==> config.mk <==
export PLATFORM = sky130hd
export DESIGN_NAME = sa_pe_os
export DESIGN_NICKNAME = d
export VERILOG_FILES = /design/src/rtl/sa_pkg.sv /design/src/rtl/sa_pe_mac.sv /design/src/rtl/sa_pe_os.sv
export SDC_FILE = /design/constraint.sdc
export NUM_CORES = 1
export LEC_CHECK = 0
export BUFFER_PORTS_ARGS = -buffer_cell sky130_fd_sc_hd__buf_2
export CORE_AREA = 3 3 172 90
export DETAILED_ROUTE_END_ITERATION = 6
export DIE_AREA = 0 0 175 93
export PLACE_DENSITY = 0.7
export SYNTH_ARGS = -nofsm -noshare
export SYNTH_HDL_FRONTEND = slang
export SYNTH_SLANG_ARGS = --single-unit
==> constraint.sdc <==
create_clock -name clk -period 8.07 [get_ports clk]
set_input_delay 1.2105 -clock clk [delete_from_list [all_inputs] [get_ports clk]]
set_output_delay 1.2105 -clock clk [all_outputs]
set_load 0.005 [all_outputs]
==> src/rtl/sa_pkg.sv <==
// Shared definitions for the systolic PE family: width defaults, accumulator sizing
// helper and the own-result buffer state encoding.
package sa_pkg;

    localparam int SA_DATA_WIDTH_DEF = 8;
    localparam int SA_ACC_GUARD      = 4;
    localparam int SA_ACC_WIDTH_DEF  = 2 * SA_DATA_WIDTH_DEF + SA_ACC_GUARD;

    typedef enum logic [0:0] {
        ACC  = 1'b0,
        PEND = 1'b1
    } pe_state_t;

    // Smallest accumulator that sums k full-width products without wrapping.
    function automatic int acc_width_min(input int dw, input int k);
        return 2 * dw + ((k > 1) ? $clog2(k) : 0);
    endfunction

endpackage

==> src/rtl/sa_pe_mac.sv <==
// Multiply-accumulate core: full-width product, sign/zero extension, add and acc register.
// Define SA_PE_SAT_EN to saturate the sum at the ACC_WIDTH bounds instead of wrapping.
module sa_pe_mac import sa_pkg::*; #(
    parameter int DATA_WIDTH = SA_DATA_WIDTH_DEF,
    parameter int ACC_WIDTH  = 2 * DATA_WIDTH + SA_ACC_GUARD,
    parameter int SIGNED     = 1
) (
    input  logic                  clk,
    input  logic                  rst,
    input  logic [DATA_WIDTH-1:0] a,
    input  logic [DATA_WIDTH-1:0] b,
    input  logic                  fire,
    input  logic                  last,
    output logic [ACC_WIDTH-1:0]  sum
);

    localparam int PW = 2 * DATA_WIDTH;
    localparam bit SX = (SIGNED != 0);

    logic [ACC_WIDTH-1:0] acc_reg;
    logic [PW-1:0]        a_ext;
    logic [PW-1:0]        b_ext;
    logic [PW-1:0]        prod;
    logic [ACC_WIDTH-1:0] prod_ext;

    // Extending to the product width first keeps the low PW bits exact for both signednesses.
    assign a_ext = {{DATA_WIDTH{SX & a[DATA_WIDTH-1]}}, a};
    assign b_ext = {{DATA_WIDTH{SX & b[DATA_WIDTH-1]}}, b};
    assign prod  = a_ext * b_ext;

    generate
        if (ACC_WIDTH > PW) begin : g_ext
            assign prod_ext = {{(ACC_WIDTH - PW){SX & prod[PW-1]}}, prod};
        end else begin : g_noext
            assign prod_ext = prod;
        end
    endgenerate

`ifdef SA_PE_SAT_EN
    logic [ACC_WIDTH:0] sum_wide;

    assign sum_wide = {SX & acc_reg[ACC_WIDTH-1], acc_reg}
                    + {SX & prod_ext[ACC_WIDTH-1], prod_ext};

    always_comb begin
        sum = sum_wide[ACC_WIDTH-1:0];
        if (SX) begin
            if (sum_wide[ACC_WIDTH] != sum_wide[ACC_WIDTH-1]) begin
                sum = {sum_wide[ACC_WIDTH], {(ACC_WIDTH-1){~sum_wide[ACC_WIDTH]}}};
            end
        end else if (sum_wide[ACC_WIDTH]) begin
            sum = '1;
        end
    end
`else
    assign sum = acc_reg + prod_ext;
`endif

    always_ff @(posedge clk) begin
        if (rst) begin
            acc_reg <= '0;
        end else if (fire) begin
            acc_reg <= last ? '0 : sum;
        end
    end

endmodule

==> src/rtl/sa_pe_os.sv <==
// Output-stationary systolic PE: operand pass-through, tile accumulation, double-buffered
// result hold and a backpressured drain register. SA_PE_SAT_EN selects saturating accumulation.
module sa_pe_os import sa_pkg::*; #(
    parameter int DATA_WIDTH = SA_DATA_WIDTH_DEF,
    parameter int ACC_WIDTH  = 2 * DATA_WIDTH + SA_ACC_GUARD,
    parameter int SIGNED     = 1
) (
    input  logic                  clk,
    input  logic                  rst,
    input  logic [DATA_WIDTH-1:0] a_in,
    input  logic                  a_valid_in,
    input  logic                  a_last_in,
    input  logic [DATA_WIDTH-1:0] b_in,
    input  logic                  b_valid_in,
    output logic [DATA_WIDTH-1:0] a_out,
    output logic                  a_valid_out,
    output logic                  a_last_out,
    output logic [DATA_WIDTH-1:0] b_out,
    output logic                  b_valid_out,
    input  logic [ACC_WIDTH-1:0]  c_in,
    input  logic                  c_valid_in,
    output logic                  c_ready_out,
    output logic [ACC_WIDTH-1:0]  c_out,
    output logic                  c_valid_out,
    input  logic                  c_ready_in,
    output logic                  err
);

    logic                 fire;
    logic                 mismatch;
    logic                 last_mac;
    logic                 hold_v;
    logic                 r_free;
    logic                 hold_xfer;
    logic                 hold_load;
    logic                 overflow;
    logic                 c_take;
    logic [ACC_WIDTH-1:0] sum;
    logic [ACC_WIDTH-1:0] hold_reg;
    logic [ACC_WIDTH-1:0] r_reg;
    logic                 r_v_reg;
    logic                 err_reg;
    pe_state_t            state_reg;
    pe_state_t            state_next;

    assign fire     = a_valid_in & b_valid_in;
    assign mismatch = a_valid_in ^ b_valid_in;
    assign last_mac = fire & a_last_in;

    sa_pe_mac #(
        .DATA_WIDTH (DATA_WIDTH),
        .ACC_WIDTH  (ACC_WIDTH),
        .SIGNED     (SIGNED)
    ) u_mac (
        .clk  (clk),
        .rst  (rst),
        .a    (a_in),
        .b    (b_in),
        .fire (fire),
        .last (a_last_in),
        .sum  (sum)
    );

    always_ff @(posedge clk) begin
        if (rst) begin
            a_out       <= '0;
            a_valid_out <= 1'b0;
            a_last_out  <= 1'b0;
            b_out       <= '0;
            b_valid_out <= 1'b0;
        end else begin
            a_out       <= a_in;
            a_valid_out <= a_valid_in;
            a_last_out  <= a_last_in;
            b_out       <= b_in;
            b_valid_out <= b_valid_in;
        end
    end

    // Own result always wins R; upstream results wait until hold has moved down.
    assign hold_v      = (state_reg == PEND);
    assign r_free      = ~r_v_reg | c_ready_in;
    assign hold_xfer   = hold_v & r_free;
    assign c_ready_out = r_free & ~hold_v;
    assign c_take      = c_valid_in & c_ready_out;
    assign hold_load   = last_mac & (~hold_v | hold_xfer);
    assign overflow    = last_mac & hold_v & ~hold_xfer;

    always_comb begin
        state_next = state_reg;
        if (hold_load) begin
            state_next = PEND;
        end else if (hold_xfer) begin
            state_next = ACC;
        end
    end

    always_ff @(posedge clk) begin
        if (rst) begin
            state_reg <= ACC;
            hold_reg  <= '0;
        end else begin
            state_reg <= state_next;
            if (hold_load) begin
                hold_reg <= sum;
            end
        end
    end

    always_ff @(posedge clk) begin
        if (rst) begin
            r_reg   <= '0;
            r_v_reg <= 1'b0;
        end else if (hold_xfer) begin
            r_reg   <= hold_reg;
            r_v_reg <= 1'b1;
        end else if (c_take) begin
            r_reg   <= c_in;
            r_v_reg <= 1'b1;
        end else if (r_v_reg & c_ready_in) begin
            r_v_reg <= 1'b0;
        end
    end

    always_ff @(posedge clk) begin
        if (rst) begin
            err_reg <= 1'b0;
        end else if (mismatch | overflow) begin
            err_reg <= 1'b1;
        end
    end

    assign c_out       = r_reg;
    assign c_valid_out = r_v_reg;
    assign err         = err_reg;

endmodule

Word level (Yosys, flattened, before mapping) --
Index checks and enable logic that the tools add are counted.
Operators by class: add/subtract/negate cells 1, $mul 1, div/mod/pow operators 0, $lt $le $gt $ge 0, eq/ne operators 0, shift operators 0, multiplexer cells 8, bitwise operators 16, reduce and logical (&&, ||, !) cells 3
Operators with widths (count):
- $mux 20 | 3
- $add 20x20->20 | 1
- $mul 8x8->16 | 1
- $and 1x1->1 | 9
- $mux 1 | 5
- $reduce_bool 2->1 | 2
- $not 1->1 | 3
- $or 1x1->1 | 3
- $reduce_bool 3->1 | 1
- $xor 1x1->1 | 1
Word-level totals: register bits after elaboration 82, bits in latches 0, RAM bits 0, memory bits (read-only) 0, bits of input ports 43, output and inout port bits 42, word-level logic and storage cells 40, memories 0

Longest topological paths before layout --
Gate-level depths: netlist of the first run.
word-level depth 6, mapped depth 25, mapped depth without buffers 25

Hierarchy --
Synthesis of the first run repeated with hierarchy kept, for this count alone.
Unflattened totals: cells, all modules 773, area total of the unflattened synthesis 6865.3 um^2
By module, submodules not included:
- sa_pe_mac | instances 1, cells each 513, area an instance 4254.1 um^2, seq. area each 400.4 um^2
- sa_pe_os | instances 1, cells each 260, area an instance 2611.3 um^2, seq. area each 1241.2 um^2

Worst setup path before layout of the first run --
OpenSTA, ideal clock, no wires.
path type input port to flip-flop, start in a_in[7], end reg u_mac.acc_reg[19], setup time 64 ps, arrival 6717 ps, data required time 8006 ps, slack 1289 ps, cell stages on the path 24, buffers on the path 1, cells stage by stage clkbuf_1 -> and2_1 -> fa_1 -> inv_1 -> fa_1 -> inv_1 -> fa_1 -> inv_1 -> fa_1 -> inv_1 -> ha_1 -> a21oi_1 -> o21bai_1 -> a21oi_1 -> o21ai_0 -> o311ai_0 -> ha_1 -> a21o_1 -> a31oi_1 -> o21ai_1 -> nor3_4 -> a21o_4 -> or4b_1 -> nand4_1
On the way: word-level cells in the longest chain between the ends 3
RTL lines:
- from (decl) | RTL line sa_pe_os.sv:10 | input logic [DATA_WIDTH-1:0] a_in,
- $mul 8x8->16 | RTL line sa_pe_mac.sv:29 | assign prod = a_ext * b_ext;
- $add 20x20->20 | RTL line sa_pe_mac.sv:56 | assign sum = acc_reg + prod_ext;
- $mux 20 | RTL line sa_pe_mac.sv:63 | acc_reg <= last ? '0 : sum;
- to (signal assigned) | RTL line sa_pe_mac.sv:63
- to (decl) | RTL line sa_pe_mac.sv:20 | logic [ACC_WIDTH-1:0] acc_reg;
No other way between the ends. A chain may end at the register's enable or synchronous reset.

Worst setup path after layout of the first run --
start in a_in[3], end reg u_mac.acc_reg[19]
The elaborated chain is that of the path after synthesis.

==> flow_metrics.py, run 1 <==
metrics = {
    "final_layout": {
        "diodes": 0,
        "area_growth_pct": 13.2,
        "drive_above_1_share_pct": 15.2,
        "final_nets": 937,
        "final_cells": 990,
        "n_fill_cell": 1345,
        "multi_input_area_sq_um": 4300,
        "ff_latch_area_sq_um": 1640,
    },
    "sta": {
        "hold_viol": 0,
        "setup_tns_ns": 0,
        "finalClockSkew_ns": 0.0104,
        "period_share_pct": 86.7,
        "final_max_slew_viol_count": 0,
        "slew_headroom_pct": 37.2,
        "rsz0062_at_grt": "false",
        "worst_pin_slew_ns": 0.943,
        "fmax_mhz": 143,
        "setup_violations": 0,
        "layout_min_cycle_time_ns": 6.99,
    },
    "power_and_ir_drop": {
        "power.density_cell_area_nw_per_um2": 403,
        "vdd_ir_drop_max_mv": 0.274,
        "p_leak_nw": 3.36,
    },
    "synth": {
        "synth-seq-area-share_pct": 25.6,
        "synth_edf_count": 0,
        "ys_top_cells_by_area": "dfxtp_1, fa_1, ha_1, inv_1, and2_1",
        "yosys.area.top_type": "dfxtp_1",
        "synthTopCellsByCount": "inv_1, dfxtp_1, fa_1, ha_1, nor2_1",
        "synth_nets": 864,
        "yosysMostFrequentCell": "inv_1",
        "synth_ff_type": "dfxtp_1",
        "syn_avg_cell_area_sq_um": 9.00,
        "yosys.area.top_type_share_pct": 25.6,
        "synth_cells": 714,
        "ys_warn_count": 0,
        "netlist_area_sq_um": 6420,
        "ys_seq_elements": 82,
        "async_reset_ff_share_pct": 0,
        "ys_types": 61,
    },
    "clock_tree": {
        "cts_tree": "built",
        "cts_root_buf": "clkbuf_16",
        "clk_pin_slew_ns": 0.07,
        "cts_sinks": 82,
        "cts_buffers": 9,
        "htreeDepth": 3,
        "post_cts_resized": 0,
        "clkLatencyLatePin_ns": 0.34,
        "cts_buffer_depth": 2,
        "postCtsSetupBuffers": 0,
        "hold_buffers": 0,
    },
    "status": {
        "status": "completed",
    },
    "route": {
        "wl_met1_microns": 7410,
        "top_layer_used": "met4",
        "route.met3.wl_microns": 1110,
        "remaining_drc_errors": 0,
        "met2_length_microns": 5890,
        "post_drt_wl_per_cell_microns": 14.6,
        "via_per_inst": 5.26,
        "first_pass_iters": 6,
        "drt-total-wl_microns": 14500,
        "vias": 5209,
        "drtAntennaViolNets": 0,
        "drt_iter0_markers": 379,
    },
    "placed_design": {
        "dp_hpwl_microns": 11200,
        "gp_congestion": 0.896,
        "numPortBuffers": 84,
        "dp.cells": 974,
    },
    "floorplanning": {
        "dieArea_sq_um": 16300,
        "io_pins": 85,
        "core_area_sq_um": 14200,
        "dieHeight_microns": 93,
        "start_util_pct": 45.2,
        "rows": 31,
        "die_w_microns": 175,
    },
    "hold_path": {
        "hp-class": "reg2reg",
    },
    "critical_path": {
        "critPathMaxStageDelay_ns": 0.53,
        "path_cells": "buf_2 > and2_1 > fa_1 > inv_1 > fa_1 > inv_1 > fa_1 > inv_1 > fa_1 > inv_1 > ha_1 > a21oi_1 > o21bai_1 > a21oi_1 > o21ai_0 > o311ai_0 > ha_1 > a21o_1 > a31oi_1 > o21ai_1 > nor3_4 > a21o_4 > or4b_1 > nand4_1",
        "worstPathRequired_ns": 8.35,
        "start_kind": "input pin",
        "arrival_ns": 7.27,
        "cpMaxStageDelayCell": "fa_1",
        "worst_setup_path_end_kind": "flip-flop",
        "critPathKind": "in2reg",
        "cp_max_fo": 9,
    },
    "grt": {
        "grt_overflow": 0,
        "grt_usage_pct": 18.2,
        "grt_pass1_wl_microns": 24100,
        "grt_max_degree": 94,
        "grt_pass1_vias": 4713,
        "antenna_found_initial": 0,
    },
    "job": {
        "drv_cap": 0,
    },
}
## layout by cell type (no fill, tap or decap), drive strengths merged, types with 6 or more instances in the layout
| cell | netlist | layout |
|---|---|---|
| xor2 | 11 | 11 |
| a222oi | 20 | 20 |
| nor2b | 30 | 30 |
| nand2b | 6 | 6 |
| buf | 5 | 88 |
| o21ai | 23 | 23 |
| or3 | 6 | 6 |
| a21o | 10 | 10 |
| inv | 95 | 97 |
| xnor2 | 17 | 17 |
| fa | 56 | 56 |
| nand2 | 50 | 50 |
| a211oi | 7 | 7 |
| a31oi | 6 | 6 |
| dfxtp | 82 | 82 |
| nor2 | 51 | 51 |
| nand3b | 9 | 9 |
| nand3 | 7 | 7 |
| clkbuf | 21 | 10 |
| a21oi | 34 | 34 |
| a22oi | 9 | 9 |
| and2 | 45 | 45 |
| ha | 51 | 51 |
| o211ai | 6 | 6 |
| nand4 | 8 | 8 |
| nor3 | 11 | 11 |
## final cells by class
| type | instances | share of cell area, % |
|---|---|---|
| Multi-Input combinational cell | 511 | 59.1 |
| Sequential cell | 82 | 22.6 |
| Timing Repair Buffer | 88 | 6.20 |
| Inverter | 95 | 4.91 |
| Tap cell | 198 | 3.41 |
| Clock buffer | 10 | 3.15 |
| Clock inverter | 6 | 0.671 |
## critical path: cells and delay by family
family | cells | cell delay (ns)
adder cells (fa/ha/maj) | 6 | 2.71
AO/OA/AOI/OAI | 9 | 1.98
AND/OR/NAND/NOR | 4 | 1.01
buffers and inverters | 5 | 0.34
## cells by family after synthesis
kind of cell	after synthesis	share of synthesized area, %
buf+inv	121	7.58
compound gates	141	16.0
mux	3	0.487
fa+ha+maj	107	27.4
xor+xnor	28	4.05
simple gates	232	18.9
flops	82	25.6
## power breakdown
part           switching (W)  internal (W)
combinational        0.00123      0.000793
clock               0.000181      0.000211
sequential         0.0000447      0.000474
total                0.00145       0.00148
## path summary, 6_finish.rpt
check                                     start                        endpoint  slack [ns]  cells past startpoint
setup / recovery                        a_in[3]  u_mac.acc_reg[19]$_SDFFE_PP0P_        1.08                     24
hold / removal        hold_reg[15]$_SDFFE_PP0P_       hold_reg[15]$_SDFFE_PP0P_        0.45                      2
setup reg to reg  u_mac.acc_reg[0]$_SDFFE_PP0P_       hold_reg[18]$_SDFFE_PP0P_        5.19                     10
hold reg to reg       hold_reg[15]$_SDFFE_PP0P_       hold_reg[15]$_SDFFE_PP0P_        0.45                      2
## routing by layer
layer / global-route usage, % / up-vias
li1: - / 2561
met1: 28.5 / 2484
met2: 25.1 / 157
met3: 4.79 / 7
met4: 3.18 / 0
met5: 0 / -
## metrics by stage
step | utilization [%] | total power (W) | setup slack [ns] | hold slack (ns) | instance area [sq um]
after global routing | 51.2 | 0.00322 | 0.756 | 0.471 | 7270
final | 51.2 | 0.00293 | 1.08 | 0.455 | 7270
after floorplan | - | 0.00210 | 1.29 | 0.431 | 6420
after global placement | 49.3 | 0.00251 | 0.868 | 0.443 | 6990
after detailed placement | 49.3 | 0.00251 | 0.750 | 0.448 | 6990
after CTS | 51.2 | 0.00292 | 1.09 | 0.458 | 7270
Note: power is estimated with default switching activity, not from simulation.
==> run 2, diff against run 1 <==
==> constraint.sdc (replaced) <==
create_clock -name clk -period 6.5 [get_ports clk]
set_input_delay 0.325 -clock clk [delete_from_list [all_inputs] [get_ports clk]]
set_output_delay 0.325 -clock clk [all_outputs]
set_load 0.005 [all_outputs]
==> run 2 against run 1 <==
Compared with the run above:
- the flow now finishes with violations (DRC)
- die area unchanged
- register-to-register slack got worse by 1.3 ns
- utilization increased by 0.77 points
- global-route usage rose by 0.46 points
- flip-flop and latch count unchanged
- wire length increased by 1.7%
- hold slack lost 0.24 ns
- sequential share of layout area down 0.33 points
- total power is 31% higher
- clock-buffer cell count shrank 1
- combinational power is 27% higher
- final area rose by 1.5%
==> flow_metrics.py, run 2 (synthesis gave the netlist of run 1 again) <==
metrics = {
    "status": {
        "status": "finished, violations left",
        "violations": "DRC",
    },
    "sta": {
        "slew_headroom_pct": 37.7,
        "final_max_slew_viol_count": 0,
        "worst_pin_slew_ns": 0.932,
        "fmax_mhz": 167,
        "finalClockSkew_ns": 0.0105,
        "period_share_pct": 92.2,
        "hold_viol": 0,
        "setup_violations": 0,
        "fin_ws_ns": 0.507,
        "setup_tns_ns": 0,
        "rsz0062_at_grt": "false",
        "layout_min_cycle_time_ns": 5.99,
    },
    "critical_path": {
        "regToRegSetupSlack_ns": 3.88,
        "r2r_start": "u_mac.acc_reg[0]$_SDFFE_PP0P_",
        "start_kind": "input pin",
        "crit-reg2reg-capture": "hold_reg[18]$_SDFFE_PP0P_",
        "worstPathBufferInverterCount": 6,
        "cp_max_fo": 9,
        "cpMaxStageDelayCell": "fa_1",
        "crit_family": "adder cells",
        "worst_setup_path_end_kind": "flip-flop",
        "critPathMaxStageDelay_ns": 0.53,
        "critPathLaunch": "a_in[3]",
        "critPathKind": "in2reg",
        "arrival_ns": 6.27,
        "ff2ff_path_depth": 11,
        "worstPathRequired_ns": 6.78,
    },
    "placed_design": {
        "numPortBuffers": 84,
        "dp_hpwl_microns": 11400,
        "gp_congestion": 0.904,
        "dp_slack_ns": 0.0875,
    },
    "hold_path": {
        "min_delay_path_depth": 2,
        "hp-class": "in2reg",
        "hold_end": "b_valid_out$_SDFF_PP0_",
        "hold_path_startpoint": "b_valid_in",
    },
    "route": {
        "first_pass_iters": 7,
        "post_drt_wl_per_cell_microns": 14.8,
        "via_per_inst": 5.27,
        "drt-total-wl_microns": 14700,
        "drt_iter0_markers": 389,
        "drtAntennaViolNets": 0,
        "vias": 5241,
        "remaining_drc_errors": 2,
    },
    "grt": {
        "grt_pass1_wl_microns": 24700,
        "grt_max_degree": 54,
        "grt_usage_pct": 18.7,
        "grt_pass1_vias": 4801,
        "grt_overflow": 0,
        "antenna_found_initial": 0,
    },
    "final_layout": {
        "diodes": 0,
        "layout_common_cells": "inv_1, buf_2, dfxtp_1",
        "drive_above_1_share_pct": 15.7,
        "final_common_cell": "inv_1",
        "ff_latch_area_sq_um": 1640,
        "area_growth_pct": 14.9,
        "n_fill_cell": 1330,
        "multi_input_area_sq_um": 4300,
        "final_nets": 941,
    },
    "power_and_ir_drop": {
        "vdd_ir_drop_max_mv": 0.332,
        "finalPower_w": 0.00384,
        "p_leak_nw": 3.43,
        "power.density_cell_area_nw_per_um2": 521,
        "power_frac_comb_pct": 67.0,
        "power_frac_clock_pct": 16.3,
        "p_sw_w": 0.00185,
        "power.share.switching_pct": 48.1,
        "power.internal_w": 0.00199,
        "seqPwrFrac_pct": 16.8,
    },
    "clock_tree": {
        "htreeDepth": 3,
        "cts_buffers": 9,
        "cts_sinks": 82,
        "clkLatencyLatePin_ns": 0.34,
        "clk_pin_slew_ns": 0.07,
        "cts_root_buf": "clkbuf_16",
        "cts_tree": "built",
        "cts_buffer_depth": 2,
        "hold_buffers": 0,
    },
    "job": {
        "drv_cap": 0,
    },
    "floorplanning": {
        "dieArea_sq_um": 16300,
        "io_pins": 85,
        "core_area_sq_um": 14200,
        "rows": 31,
        "start_util_pct": 45.2,
        "die_w_microns": 175,
        "dieHeight_microns": 93,
    },
}
[run 2: what timing repair did]
item                       CTS  global route
setup endpoints to repair    0             1
gates resized for setup      0             2
buffers inserted             0             0
hold endpoints to repair     0             0
[run 2: power groups by stage]
stage | sequential, W | clock [W] | combinational, W
3_5_place_dp | 0.000652 | 0 | 0.00253
3_3_place_gp | 0.000652 | 0 | 0.00252
5_1_grt | 0.000653 | 0.000659 | 0.00291
4_1_cts | 0.000643 | 0.000638 | 0.00255
6_report | 0.000644 | 0.000625 | 0.00257
2_1_floorplan | 0.000637 | 0 | 0.00196
[run 2: metrics by stage]
step / cells / util, % / cell area (sq um) / hold slack [ns]
floorplan: 714 / - / 6420 / 0.431
global placement: 978 / 49.5 / 7020 / 0.447
detailed placement: 978 / 49.5 / 7020 / 0.452
CTS: 994 / 52.0 / 7380 / 0.206
global route: 994 / 52.0 / 7380 / 0.221
finish: 994 / 52.0 / 7380 / 0.216
[run 2: metal layers]
| metal | wire length (microns) | global-route usage, % | vias up |
|---|---|---|---|
| met5 | 0 | 1.28 | - |
| met4 | 75 | 2.59 | 0 |
| met3 | 1240 | 5.56 | 10 |
| met2 | 5960 | 26.0 | 172 |
| met1 | 7440 | 28.8 | 2486 |
| li1 | - | - | 2573 |
[run 2: area by class of cell]
| class | count | area share, % |
|---|---|---|
| tap | 198 | 3.36 |
| clock buffer | 9 | 3.05 |
| sequential | 82 | 22.2 |
| multi-input combinational | 511 | 58.2 |
| timing repair buffer | 92 | 6.51 |
| clock inverter | 7 | 1.76 |
| inverter | 95 | 4.83 |
[run 2: worst max-delay path by stage]
stage,to,slack (ns),cells after the start
after floorplan,u_mac.acc_reg[19]$_SDFFE_PP0P_,0.60,24
after global placement,u_mac.acc_reg[19]$_SDFFE_PP0P_,0.24,25
after detailed placement,u_mac.acc_reg[19]$_SDFFE_PP0P_,0.09,24
after CTS,u_mac.acc_reg[19]$_SDFFE_PP0P_,0.42,24
after global routing,u_mac.acc_reg[19]$_SDFFE_PP0P_,0.06,25
final,u_mac.acc_reg[19]$_SDFFE_PP0P_,0.51,25
